==> src/rtl/scoreboard_pkg.sv <==
// ---------------------------------------------------------------------------
// scoreboard_pkg
//   Shared constants and helpers for the register scoreboard.
//   REG_ADDR_W : width of a register index (x0..x31).
//   NUM_REGS   : number of architectural registers.
//   cnt_width  : bits needed to hold a pending count of 0..max_pending.
// ---------------------------------------------------------------------------
package scoreboard_pkg;

   localparam int REG_ADDR_W = 5;
   localparam int NUM_REGS   = 32;

   function automatic int cnt_width(input int max_pending);
      int w;
      w = 1;
      while ((1 << w) <= max_pending) w++;
      return w;
   endfunction

endpackage

==> src/rtl/sb_counter.sv <==
// ---------------------------------------------------------------------------
// sb_counter
//   Pending-write counter for one register: counts up on issue, down on
//   writeback, saturates at MAX_PENDING and never wraps below zero.
//   Ports:
//     clk, rst   : clock, synchronous active-high reset
//     clr        : clear count (pipeline flush)
//     inc        : accepted issue writing this register
//     dec        : writeback retiring a write to this register
//     count      : current pending count
//     underflow  : writeback seen while count is zero (combinational)
// ---------------------------------------------------------------------------
module sb_counter #(
   parameter int MAX_PENDING = 3,
   parameter int CW          = 2
) (
   input  logic          clk,
   input  logic          rst,
   input  logic          clr,
   input  logic          inc,
   input  logic          dec,
   output logic [CW-1:0] count,
   output logic          underflow
);

   localparam logic [CW-1:0] MAX_C = CW'(MAX_PENDING);

   // A writeback with nothing pending is an error even if an issue to the
   // same register lands in the same cycle.
   assign underflow = dec && (count == '0);

   always_ff @(posedge clk) begin
      if (rst || clr) begin
         count <= '0;
      end else begin
         unique case ({inc, dec})
            2'b10:   if (count < MAX_C) count <= count + 1'b1;
            2'b01:   if (count != '0)   count <= count - 1'b1;
            default: count <= count;  // idle, or issue and retire cancel out
         endcase
      end
   end

endmodule

==> src/rtl/reg_scoreboard.sv <==
// ---------------------------------------------------------------------------
// reg_scoreboard
//   Tracks in-flight register writes and blocks issue of instructions whose
//   sources are still pending or whose destination has too many writes
//   outstanding. x0 is never tracked.
//   Ports:
//     clk, rst                        : clock, synchronous active-high reset
//     issue_valid / issue_ready       : issue handshake from decode
//     issue_rs1/2, issue_rs1/2_used   : source indices and read enables
//     issue_rd_we, issue_rd           : destination write enable and index
//     wb_valid, wb_rd                 : writeback retiring one write
//     flush                           : discard all in-flight tracking
//     busy_mask                       : per-register pending flags (bit 0 = 0)
//     stall                           : issue_valid && !issue_ready
//     wb_err                          : sticky writeback-underflow flag
//   Build option:
//     SCOREBOARD_BYPASS_EN - a source whose single pending write retires in
//     the current cycle does not stall; the datapath must forward the
//     writeback data to that instruction.
// ---------------------------------------------------------------------------
module reg_scoreboard
   import scoreboard_pkg::*;
#(
   parameter int MAX_PENDING = 3
) (
   input  logic                  clk,
   input  logic                  rst,
   input  logic                  issue_valid,
   output logic                  issue_ready,
   input  logic [REG_ADDR_W-1:0] issue_rs1,
   input  logic [REG_ADDR_W-1:0] issue_rs2,
   input  logic                  issue_rs1_used,
   input  logic                  issue_rs2_used,
   input  logic                  issue_rd_we,
   input  logic [REG_ADDR_W-1:0] issue_rd,
   input  logic                  wb_valid,
   input  logic [REG_ADDR_W-1:0] wb_rd,
   input  logic                  flush,
   output logic [NUM_REGS-1:0]   busy_mask,
   output logic                  stall,
   output logic                  wb_err
);

   localparam int              CW    = cnt_width(MAX_PENDING);
   localparam logic [CW-1:0]   MAX_C = CW'(MAX_PENDING);
   localparam logic [CW-1:0]   ONE_C = CW'(1);

   logic [CW-1:0]       cnt [NUM_REGS];
   logic [NUM_REGS-1:0] underflow;
   logic                haz1, haz2, byp1, byp2, rd_full, accept;

   assign cnt[0]       = '0;
   assign underflow[0] = 1'b0;

`ifdef SCOREBOARD_BYPASS_EN
   // Last pending write retiring now: the source can take forwarded data.
   assign byp1 = wb_valid && (wb_rd == issue_rs1) && (cnt[issue_rs1] == ONE_C);
   assign byp2 = wb_valid && (wb_rd == issue_rs2) && (cnt[issue_rs2] == ONE_C);
`else
   assign byp1 = 1'b0;
   assign byp2 = 1'b0;
`endif

   assign haz1    = issue_rs1_used && (issue_rs1 != '0) && (cnt[issue_rs1] != '0) && !byp1;
   assign haz2    = issue_rs2_used && (issue_rs2 != '0) && (cnt[issue_rs2] != '0) && !byp2;
   assign rd_full = issue_rd_we && (issue_rd != '0) && (cnt[issue_rd] >= MAX_C);

   assign issue_ready = !haz1 && !haz2 && !rd_full && !flush;
   assign stall       = issue_valid && !issue_ready;
   assign accept      = issue_valid && issue_ready;

   for (genvar i = 1; i < NUM_REGS; i++) begin : g_cnt
      sb_counter #(
         .MAX_PENDING (MAX_PENDING),
         .CW          (CW)
      ) u_cnt (
         .clk       (clk),
         .rst       (rst),
         .clr       (flush),
         .inc       (accept && issue_rd_we && (issue_rd == REG_ADDR_W'(i))),
         .dec       (!flush && wb_valid && (wb_rd == REG_ADDR_W'(i))),
         .count     (cnt[i]),
         .underflow (underflow[i])
      );
   end

   always_comb begin
      busy_mask = '0;
      for (int i = 1; i < NUM_REGS; i++) busy_mask[i] = (cnt[i] != '0);
   end

   // Sticky; a flush leaves it alone, only reset clears it.
   always_ff @(posedge clk) begin
      if (rst)             wb_err <= 1'b0;
      else if (|underflow) wb_err <= 1'b1;
   end

endmodule
==> config.mk <==
export PLATFORM = sky130hd
export DESIGN_NAME = reg_scoreboard
export DESIGN_NICKNAME = d
export VERILOG_FILES = /design/src/rtl/scoreboard_pkg.sv /design/src/rtl/sb_counter.sv /design/src/rtl/reg_scoreboard.sv
export SDC_FILE = /design/constraint.sdc
export NUM_CORES = 1
export LEC_CHECK = 0
export CORE_MARGIN = 4
export CORE_UTILIZATION = 30
export CTS_CLUSTER_SIZE = 16
export DETAILED_ROUTE_END_ITERATION = 16
export MAX_ROUTING_LAYER = met4
export PLACE_DENSITY = 0.57
export SYNTH_ARGS = -nofsm -noshare
export SYNTH_HDL_FRONTEND = slang
export SYNTH_SLANG_ARGS = --single-unit
==> constraint.sdc <==
create_clock -name clk -period 3.29 [get_ports clk]
set_input_delay 0.658 -clock clk [delete_from_list [all_inputs] [get_ports clk]]
set_output_delay 0.658 -clock clk [all_outputs]
set_load 0.005 [all_outputs]
**After elaboration in Yosys (flattened, before gate mapping)**

Index checks and enable logic that the tools add are counted.

- $add $sub $neg: 62
- $mul: 0
- Divide/modulo/power cells: 0
- Order comparisons: 35
- Equal/unequal tests: 186
- Shift operators: 0
- Mux-type cells: 102
- Bitwise operators: 3
- Reductions and logical operators: 242

Operators with widths:

| operator | count |
|---|---|
| $eq A5 B5 Y1 const B | 32 |
| $mux W2 | 68 |
| $reduce_bool A2 Y1 | 64 |
| $pmux W2 S2 | 31 |
| $logic_and A1 B1 Y1 | 106 |
| $reduce_and A3 Y1 | 31 |
| $eq A5 B4 Y1 const B | 16 |
| $add A2 B1 Y2 const B | 31 |
| $eq A2 B1 Y1 const B | 31 |
| $eq A2 B2 Y1 const B | 31 |
| $logic_not A2 Y1 | 31 |
| $lt A2 B2 Y1 const B | 31 |
| $ne A2 B1 Y1 const B | 31 |
| $ne A2 B2 Y1 const B | 31 |
| $sub A2 B1 Y2 const B | 31 |
| $eq A5 B3 Y1 const B | 8 |
| $reduce_or A31 Y1 | 1 |
| $bmux W2 S5 | 3 |
| $eq A5 B2 Y1 const B | 4 |
| $ge A6 B6 Y1 const B | 3 |
| $not A5 Y6 | 3 |
| $reduce_bool A5 Y1 | 3 |
| $eq A5 B1 Y1 const B | 2 |
| $logic_not A1 Y1 | 5 |
| 2 further kinds | 2 |

- Bits in registers: 63
- Bits in latches: 0
- RAM bits: 0
- Bits in read-only memories: 0
- Bits of input ports: 28
- Logic and storage cells: 662
- Memories: 0

**Depth between registers and ports, before layout**

Gate-level depths: netlist of the first run.

- Depth in word-level cells: 16
- Gate-level depth with buffers: 13
- Gate-level depth less buffers: 9

**By module**

Synthesis of the first run repeated with hierarchy kept, for this count alone.

- Cells, all modules: 704
- Area, all modules: 5490.3 µm²

Modules (own cells, without submodules):

| module | instances | cells each | area an instance (µm²) | sequential area each (µm²) |
|---|---|---|---|---|
| sb_counter | 31 | 13 | 116.4 | 40.0 |
| reg_scoreboard | 1 | 301 | 1883.1 | 20.0 |

**Worst setup path before layout of the first run**

OpenSTA, ideal clock, no wires.

- Path type: input to output
- Start: input issue_rs1[2]
- End: output stall
- Arrival: 2.812 ns
- Data required time: 2.632 ns
- Path slack: -0.180 ns
- Cell stages on the path: 10
- Path buffers: 4
- Path through: buf_2 > mux4_2 > or3_1 > a31oi_1 > o311ai_2 > buf_6 > buf_4 > buf_2 > a21oi_1 > nor2b_1

- Word-level cells in the longest chain between the ends: 12
- Elaborated cells on any way between the ends: 14

RTL lines:

| what | RTL line | source |
|---|---|---|
| from (decl) | reg_scoreboard.sv:30 | `input logic [REG_ADDR_W-1:0] issue_rs1,` |
| $not A5 Y6 (implied by the code) | reg_scoreboard.sv:64 | `assign haz1 = issue_rs1_used && (issue_rs1 != '0) && (cnt[issue_rs1] != '0) && !byp1;` |
| $bmux W2 S5 | reg_scoreboard.sv:64 |  |
| $mux W2 (implied by the code) (2 in series) | reg_scoreboard.sv:64 |  |
| $reduce_bool A2 Y1 | reg_scoreboard.sv:64 |  |
| $logic_and A1 B1 Y1 (*) | reg_scoreboard.sv:64 |  |
| $logic_not A1 Y1 (*) | reg_scoreboard.sv:68 | `assign issue_ready = !haz1 && !haz2 && !rd_full && !flush;` |
| $logic_and A1 B1 Y1 (*) (3 in series) | reg_scoreboard.sv:68 |  |
| named net issue_ready | reg_scoreboard.sv:29 | `output logic issue_ready,` |
| $logic_not A1 Y1 (*) | reg_scoreboard.sv:69 | `assign stall = issue_valid && !issue_ready;` |
| $logic_and A1 B1 Y1 (*) | reg_scoreboard.sv:69 |  |
| to (decl) | reg_scoreboard.sv:40 | `output logic stall,` |

Mark *: on every way through the listed nets, which the timed path passes. The rest lies on a longest branch. The select of a mux whose other input is x is not followed.

**Worst setup path in the final report of the first run**

- Start: register g_cnt[26].u_cnt.count[1]
- End: output issue_ready

- Word-level cells in the longest chain between the ends: 9
- Elaborated cells on any way between the ends: 21

RTL lines:

| what | RTL line | source |
|---|---|---|
| from (decl) | sb_counter.sv:22 | `output logic [CW-1:0] count,` |
| from (signal assigned) | sb_counter.sv:37 | `2'b10: if (count < MAX_C) count <= count + 1'b1;` |
| from (signal assigned) | sb_counter.sv:38 | `2'b01: if (count != '0) count <= count - 1'b1;` |
| from (signal assigned) | sb_counter.sv:39 | `default: count <= count;` |
| branches (longest 7 deep; another with $ge A2 B2 Y1) | -- |  |
| $logic_and A1 B1 Y1 (*) (2 in series) | reg_scoreboard.sv:68 |  |
| to (decl) | reg_scoreboard.sv:29 |  |

Mark *: on every way between the ends. The select of a mux whose other input is x is not followed.

==> reports/metrics.csv, run 1 <==
stage,metric,value,unit
outcome,status,finished with violations,
outcome,violations,setup timing,
routing,initialDrtViolationCount,842,
placement,port_buffers,61,
logic_synthesis,synth_top_family_by_area,simple AND/OR/NAND/NOR gates,
logic_synthesis,syn-num-nets,822,
power_and_ir_drop,p_seq_share,32.9,%
logic_synthesis,ys_types,71,
power_and_ir_drop,peakVddDrop,0.000142,V
floorplan,die_x,148,um
placement,place_hpwl,20600,um
worst_setup_path,path_class,flip-flop to primary output,
clock_network,cts_num_sinks,63,
routing,vias_per_cell,5.67,
layout,layout_commonest_cell,buf_4,
logic_synthesis,synth_area,0.00586,mm^2
power_and_ir_drop,p_switching,662,uW
timing,hold_violations,0,
timing,period_share,100,%
layout,fin_cells,1311,
worst_setup_path,endpoint_kind,primary output,
clock_network,cts_max_level,3,
timing,fin_ws,-0.0633,ps
routing,drt_wl_total,26900,um
floorplan,core,0.0190,mm^2
worst_setup_path,r2r-end,g_cnt[16].u_cnt.count[0]$_SDFFE_PP0P_,
floorplan,rows,50,
global_route,grt.overflow.total,0,
worst_setup_path,reg2reg_depth,10,
timing,max-slew-margin-rel,63.3,%
routing,vias,7438,
placement,postPlaceCellArea,0.00823,mm^2
logic_synthesis,synth_top_cell_by_area,dfxtp_1,
worst_setup_path,r2r-start,g_cnt[26].u_cnt.count[1]$_SDFFE_PP0P_,
clock_network,insertion_delay,350,ps
timing,max_freq,304,MHz
global_route,grt_pass1_vias,6993,
routing,drtPass1Iterations,5,
logic_synthesis,synth_top_cell_area_share,21.5,%
power_and_ir_drop,comb_power_share,22.2,%
timing,skew,6.46,ps
layout,register_area,0.00126,mm^2
logic_synthesis,avgSynthCellArea,7.38,um^2
timing,rsz0062_at_grt,yes,
power_and_ir_drop,swShare,28.4,%
worst_setup_path,critical_path_required,2630,ps
timing,final-max-slew-violation-count,0,
layout,final_cell_mix,"208 x buf_4, 85 x nor2_1, 72 x nand2_1",
clock_network,max-clock-path-buffers,2,
logic_synthesis,synth_xor_area_share,0.747,%
clock_network,cts_hold_buf,0,
clock_network,cts-root-buf,clkbuf_16,
global_route,antenna_found_initial,1,
logic_synthesis,synth-warning-count,0,
floorplan,initial_core_util,30.9,%
timing,whs,568,ps
power_and_ir_drop,powerDensity,257,mW/mm^2
worst_setup_path,reg2reg_slack,50,ps
layout,drive_above_1_share,32.5,%
clock_network,cts_made_buffers,9,
global_route,grt_pass1_wl,40600,um
worst_setup_path,crit_arrival,2630,ps
timing,worstMarginPinSlew,549,ps
placement,place_congestion,0.992,
timing,setup_viol,1,
logic_synthesis,synthCells,794,
logic_synthesis,synth_edf_count,0,
power_and_ir_drop,power_frac_clock,44.9,%
global_route,grt_util_all_layers,24.7,%
logic_synthesis,synth_simple_gate_area_share,35.8,%
logic_synthesis,synthTopCellsByArea,"dfxtp_1 22%, mux4_2 6.5%, nor2_1 6.0%, nand2_1 4.7%, mux2i_1 4.6%",
floorplan,die_h,148,um
routing,ant_nets,0,
floorplan,dieArea,0.0218,mm^2
power_and_ir_drop,finalPower,2330,uW
timing,fin_crit,3290,ps
layout,area_growth,55.0,%
worst_setup_path,crit_path_start_kind,flip-flop,
placement,dpl.cell_count,1271,
clock_network,cts_tree,done,
logic_synthesis,ys_ff_latch,63,
routing,wl_per_cell,20.5,um
worst_setup_path,worst-path-max-fanout,2,
layout,postLayoutCellArea,0.00909,mm^2
worst_hold_path,hold_path.class,flip-flop to flip-flop,
layout,num-fill-cells,1862,
global_route,grt_max_degree,40,
power_and_ir_drop,leakage,0.00355,uW
logic_synthesis,synth_flop_cell,dfxtp_1,
power_and_ir_drop,internal_power,1670,uW
logic_synthesis,synth_compound_area_share,23.0,%
routing,drc,0,
logic_synthesis,synth_fa_ha_area_share,0,%
layout,fin_nets,1073,
floorplan,io_pins,63,
logic_synthesis,muxShareOfSynthArea,12.5,%
worst_setup_path,cp-startpoint,g_cnt[26].u_cnt.count[1]$_SDFFE_PP0P_,
layout,multi_input_area,0.00450,mm^2
job,cap_violations,0,
logic_synthesis,yosysSeqAreaShare,21.5,%
clock_network,path_clk_slew,60,ps
worst_setup_path,critPathCapture,issue_ready,
logic_synthesis,ys_async_sr_fraction,0,%
[final cells by class]
cell class              instances  area share (%)
well taps                     260            3.58
repair buffers                291            28.1
diodes                          1          0.0275
multi-input cells             643            49.5
clock inverters                 3           0.743
clock buffers                  13            2.64
flip-flops and latches         63            13.9
inverters                      37            1.57
[critical path, cell delays in order (launching register included)]
cell and delay (ps):
dfxtp_1 310, or2_4 270, mux4_2 470, or3_4 350, a31oi_4 210, o311ai_4 150
buf_6 160, a21oi_4 160, buf_6 120, buf_6 80
[logic make-up (layout without fill, tap and decap cells)]
kind of cell / Yosys count / after routing
XOR/XNOR: 5 / 5
multiplexers: 51 / 51
buffers and inverters: 88 / 344
AO/OA/AOI/OAI: 199 / 199
other: 1 / 2
AND/OR/NAND/NOR: 387 / 387
flip-flops: 63 / 63
[timing repair]
| item | 4_1_cts | 5_1_grt |
|---|---|---|
| endpoints found under the hold margin | 0 | 0 |
| gates cloned | 2 | 1 |
| pin swaps | 14 | 12 |
| setup endpoints to repair | 61 | 37 |
| resized for setup | 71 | 33 |
| buffers inserted | 17 | 4 |
[through the flow]
step	TNS (ps)	utilization (%)	worst slack [ps]
2_1_floorplan	0	-	2.93
3_3_place_gp	-34640	43.4	-815
3_5_place_dp	-39020	43.4	-866
6_report	-0.0633	47.9	-0.0633
5_1_grt	-292	47.9	-80.4
4_1_cts	0	47.0	10.8
[per-layer routing]
layer	vias to the layer above	GRT usage, %	wire length (um)
met3	81	3.86	2390
met1	3522	32.0	11200
met5	-	-	0
li1	3474	-	-
met4	0	12.0	1300
met2	361	37.6	12000
[how the worst min path moves through the flow]
stage | from | to | slack, ps | cells after the start
detailed placement | g_cnt[14].u_cnt.count[0]$_SDFFE_PP0P_ | g_cnt[14].u_cnt.count[0]$_SDFFE_PP0P_ | 550 | 2
CTS | g_cnt[14].u_cnt.count[0]$_SDFFE_PP0P_ | g_cnt[14].u_cnt.count[0]$_SDFFE_PP0P_ | 560 | 2
floorplan | g_cnt[6].u_cnt.count[1]$_SDFFE_PP0P_ | g_cnt[6].u_cnt.count[1]$_SDFFE_PP0P_ | 460 | 2
global placement | g_cnt[14].u_cnt.count[0]$_SDFFE_PP0P_ | g_cnt[14].u_cnt.count[0]$_SDFFE_PP0P_ | 550 | 2
finish | g_cnt[14].u_cnt.count[0]$_SDFFE_PP0P_ | g_cnt[14].u_cnt.count[0]$_SDFFE_PP0P_ | 570 | 2
global route | g_cnt[28].u_cnt.count[0]$_SDFFE_PP0P_ | g_cnt[28].u_cnt.count[0]$_SDFFE_PP0P_ | 580 | 2
[cell usage after synthesis (7+ instances only)]
cell type  count
o31a_1         9
or3_1         10
inv_1         37
nor2b_1       23
or2_2          7
clkbuf_1      29
o211ai_1      17
nand4_1       15
a221oi_1      11
o31ai_1       16
mux2_2         7
nor3_1        49
a21oi_1       45
o21ai_0       40
nand3_1       29
dfxtp_1       63
and2_1         8
nor2_1        93
mux2i_1       27
mux4_2        17
a22oi_1        7
nand2_1       73
o21a_1         8
nor4_1        11
a211oi_1       7
nand2b_1      20
buf_2         15
[sequential cells by signal (all words and copies together) (netlist names)]
signal             cells
wb_err                 1
g_cnt.u_cnt.count     62
[power groups by stage]
stage	clock network, uW	registers (uW)	logic (uW)
CTS	1060	767	487
detailed placement	0	783	418
global route	1090	767	543
floorplan	0	783	220
finish	1050	767	518
global placement	0	783	416
(Power assumes the default switching activity.)
==> run 2: changes to the inputs <==
- PLACE_DENSITY: 0.57 -> 0.56
- clock period: 3.29 -> 3.25 ns (I/O delays scaled with it)
==> run 2 against run 1 <==
Compared with the run above: the flow now finishes without violations; total power fell by 1.0%; non-clock buffer count fell by 13; routed wire length fell by 0.59%; highest routed layer unchanged; register-to-register slack got worse by 20 ps; combinational power rose by 1%; largest power group unchanged; die area did not move; final area fell by 1.4%.
==> reports/metrics.csv, run 2 (synthesized netlist as in run 1, its figures left out) <==
stage,metric,value,unit,change
routing,initialDrtViolationCount,830,,was 842
worst_setup_path,r2r-end,g_cnt[18].u_cnt.count[0]$_SDFFE_PP0P_,,was g_cnt[16].u_cnt.count[0]$_SDFFE_PP0P_
worst_setup_path,reg2reg_depth,10,,unchanged
worst_setup_path,cp-startpoint,g_cnt[28].u_cnt.count[1]$_SDFFE_PP0P_,,was g_cnt[26].u_cnt.count[1]$_SDFFE_PP0P_
clock_network,cts_max_level,3,,unchanged
timing,fin_ws,31.4,ps,was -0.0633 ps
worst_setup_path,crit_buf_inv,2,,was 3
timing,setup_tns,0,ps,was -0.0633 ps
floorplan,core,0.0190,mm^2,unchanged
placement,dpl.cell_count,1269,,was 1271
floorplan,rows,50,,unchanged
floorplan,die_h,148,um,unchanged
placement,place_congestion,0.982,,was 0.992
timing,max_freq,311,MHz,
global_route,grt_pass1_vias,6957,,was 6993
worst_hold_path,hold_path.class,flip-flop to flip-flop,,unchanged
floorplan,initial_core_util,30.9,%,unchanged
routing,drt_wl_total,26700,um,was 26900 um
power_and_ir_drop,peakVddDrop,0.000205,V,was 0.000142 V
clock_network,cts_made_buffers,9,,unchanged
worst_setup_path,critical_path_required,3520,ps,was 2630 ps
floorplan,io_pins,63,,unchanged
timing,skew,5.68,ps,was 6.46 ps
worst_setup_path,worstPathCellList,or2_1 -> mux4_2 -> or3_4 -> a31oi_4 -> o311ai_4 -> buf_6 -> buf_12 -> or4_4 -> or3_1 -> o211ai_1,,was or2_4 -> mux4_2 -> or3_4 -> a31oi_4 -> o311ai_4 -> buf_6 -> a21oi_4 -> buf_6 -> buf_6
clock_network,cts_hold_buf,0,,unchanged
layout,area_growth,52.8,%,was 55.0%
routing,vias_per_cell,5.78,,was 5.67
layout,utilization,47.3,%,was 47.9%
outcome,status,finished clean,,was finished with violations
clock_network,cts-root-buf,clkbuf_16,,unchanged
timing,max-slew-margin-rel,66.7,%,was 63.3%
timing,rsz0062_at_grt,yes,,unchanged
placement,port_buffers,61,,unchanged
clock_network,max-clock-path-buffers,2,,unchanged
global_route,grt_max_degree,28,,was 40
layout,drive_above_1_share,32.3,%,was 32.5%
layout,top_regs,"g_cnt.u_cnt.count: 62 flops, wb_err: 1 flops",,unchanged
layout,regMostFlops,g_cnt.u_cnt.count,,unchanged
placement,place_hpwl,20800,um,was 20600 um
routing,drtPass1Iterations,5,,unchanged
clock_network,cts_num_sinks,63,,unchanged
worst_setup_path,path_class,flip-flop to flip-flop,,was flip-flop to primary output
timing,final-max-slew-violation-count,0,,unchanged
layout,fin_cells,1296,,was 1311
layout,final_cell_mix,"194 x buf_4, 89 x nor2_1, 72 x nand2_1",,"was 208 x buf_4, 85 x nor2_1, 72 x nand2_1"
power_and_ir_drop,powerDensity,258,mW/mm^2,was 257 mW/mm^2
clock_network,insertion_delay,350,ps,about the same
power_and_ir_drop,leakage,0.00348,uW,was 0.00355 uW
layout,layout_commonest_cell,buf_4,,unchanged
worst_setup_path,critPathSlowestCell,or4_4,,was mux4_2
worst_setup_path,r2r-start,g_cnt[28].u_cnt.count[1]$_SDFFE_PP0P_,,was g_cnt[26].u_cnt.count[1]$_SDFFE_PP0P_
layout,largest_register_ff_count,62,,unchanged
worst_setup_path,endpoint_kind,flip-flop,,was primary output
timing,period_share,99.0,%,
worst_setup_path,path_delay_family,simple AND/OR/NAND/NOR gates,,unchanged
layout,diodes,0,,was 1
worst_setup_path,critPathCapture,g_cnt[18].u_cnt.count[0]$_SDFFE_PP0P_,,was issue_ready
routing,drc,0,,unchanged
layout,fin_nets,1060,,was 1073
worst_setup_path,worst-path-max-fanout,14,,was 2
clock_network,cts_tree,done,,unchanged
global_route,grt_pass1_wl,40200,um,was 40600 um
global_route,grt.overflow.total,0,,unchanged
worst_setup_path,reg2reg_slack,30,ps,was 50 ps
floorplan,die_x,148,um,unchanged
routing,vias,7486,,was 7438
timing,fin_crit,3220,ps,
routing,ant_nets,0,,unchanged
routing,wl_per_cell,20.6,um,was 20.5 um
worst_setup_path,slowest_delay,550,ps,was 470 ps
global_route,antenna_found_initial,0,,was 1
global_route,grt_util_all_layers,24.6,%,was 24.7%
clock_network,path_clk_slew,60,ps,about the same
timing,setup_viol,0,,was 1
placement,dpl_worst_slack,-781,ps,was -866 ps
job,cap_violations,0,,unchanged
worst_setup_path,crit_path_start_kind,flip-flop,,unchanged
floorplan,dieArea,0.0218,mm^2,unchanged
worst_setup_path,cp_num_cells,10,,was 9
timing,worstMarginPinSlew,499,ps,was 549 ps
timing,hold_violations,0,,unchanged
worst_setup_path,crit_arrival,3490,ps,was 2630 ps
==> run 2: area by class of cell <==
| type | count | area (um^2) |
|---|---|---|
| Clock buffer | 12 | 256 |
| Clock inverter | 3 | 42.5 |
| Fill cell | 1833 | 10000 |
| Inverter | 37 | 143 |
| Multi-Input combinational cell | 643 | 4530 |
| Sequential cell | 63 | 1260 |
| Tap cell | 260 | 325 |
| Timing Repair Buffer | 278 | 2410 |
==> run 2: worst min path at each step <==
| stage | startpoint | end | slack, ps | cells past startpoint |
|---|---|---|---|---|
| final | g_cnt[18].u_cnt.count[0]$_SDFFE_PP0P_ | g_cnt[18].u_cnt.count[1]$_SDFFE_PP0P_ | 520 | 2 |
| after global routing | g_cnt[5].u_cnt.count[1]$_SDFFE_PP0P_ | g_cnt[5].u_cnt.count[1]$_SDFFE_PP0P_ | 560 | 2 |
| after CTS | g_cnt[18].u_cnt.count[0]$_SDFFE_PP0P_ | g_cnt[18].u_cnt.count[1]$_SDFFE_PP0P_ | 520 | 2 |
| after detailed placement | g_cnt[18].u_cnt.count[0]$_SDFFE_PP0P_ | g_cnt[18].u_cnt.count[1]$_SDFFE_PP0P_ | 520 | 2 |
| after global placement | g_cnt[18].u_cnt.count[0]$_SDFFE_PP0P_ | g_cnt[18].u_cnt.count[1]$_SDFFE_PP0P_ | 510 | 2 |
| after floorplan | g_cnt[6].u_cnt.count[1]$_SDFFE_PP0P_ | g_cnt[6].u_cnt.count[1]$_SDFFE_PP0P_ | 460 | 2 |
==> run 2: timing repair <==
action / 4_1_cts / 5_1_grt
endpoints found under the setup margin: 56 / 30
buffers inserted: 6 / 1
gates cloned: 5 / 1
resized for setup: 72 / 40
pin swaps: 17 / 18
==> run 2: worst register-to-register path, stage by stage (launching register included) <==
cell	delay, ps
dfxtp_1	310
or2_1	280
mux4_2	490
or3_4	400
a31oi_4	170
o311ai_4	160
buf_6	190
buf_12	160
or4_4	550
or3_1	350
o211ai_1	90
==> run 2: metal layers <==
layer  GRT usage [%]  routed length, um
met5               -                  0
met2            36.6              11800
met1            32.6              11200
met4            12.1               1190
met3            3.59               2610
==> run 2: report_power, final <==
part	internal [uW]	switching, uW
logic	236	287
clock network	630	378
registers	775	2.39
==> run 2: stage by stage <==
stage               instance area [um^2]  hold slack, ps  power, uW
finish                              8960             523       2310
global route                        8960             557       2380
CTS                                 8790             524       2280
detailed placement                  8220             523       1230
global placement                    8220             508       1230
floorplan                           5900             465       1020
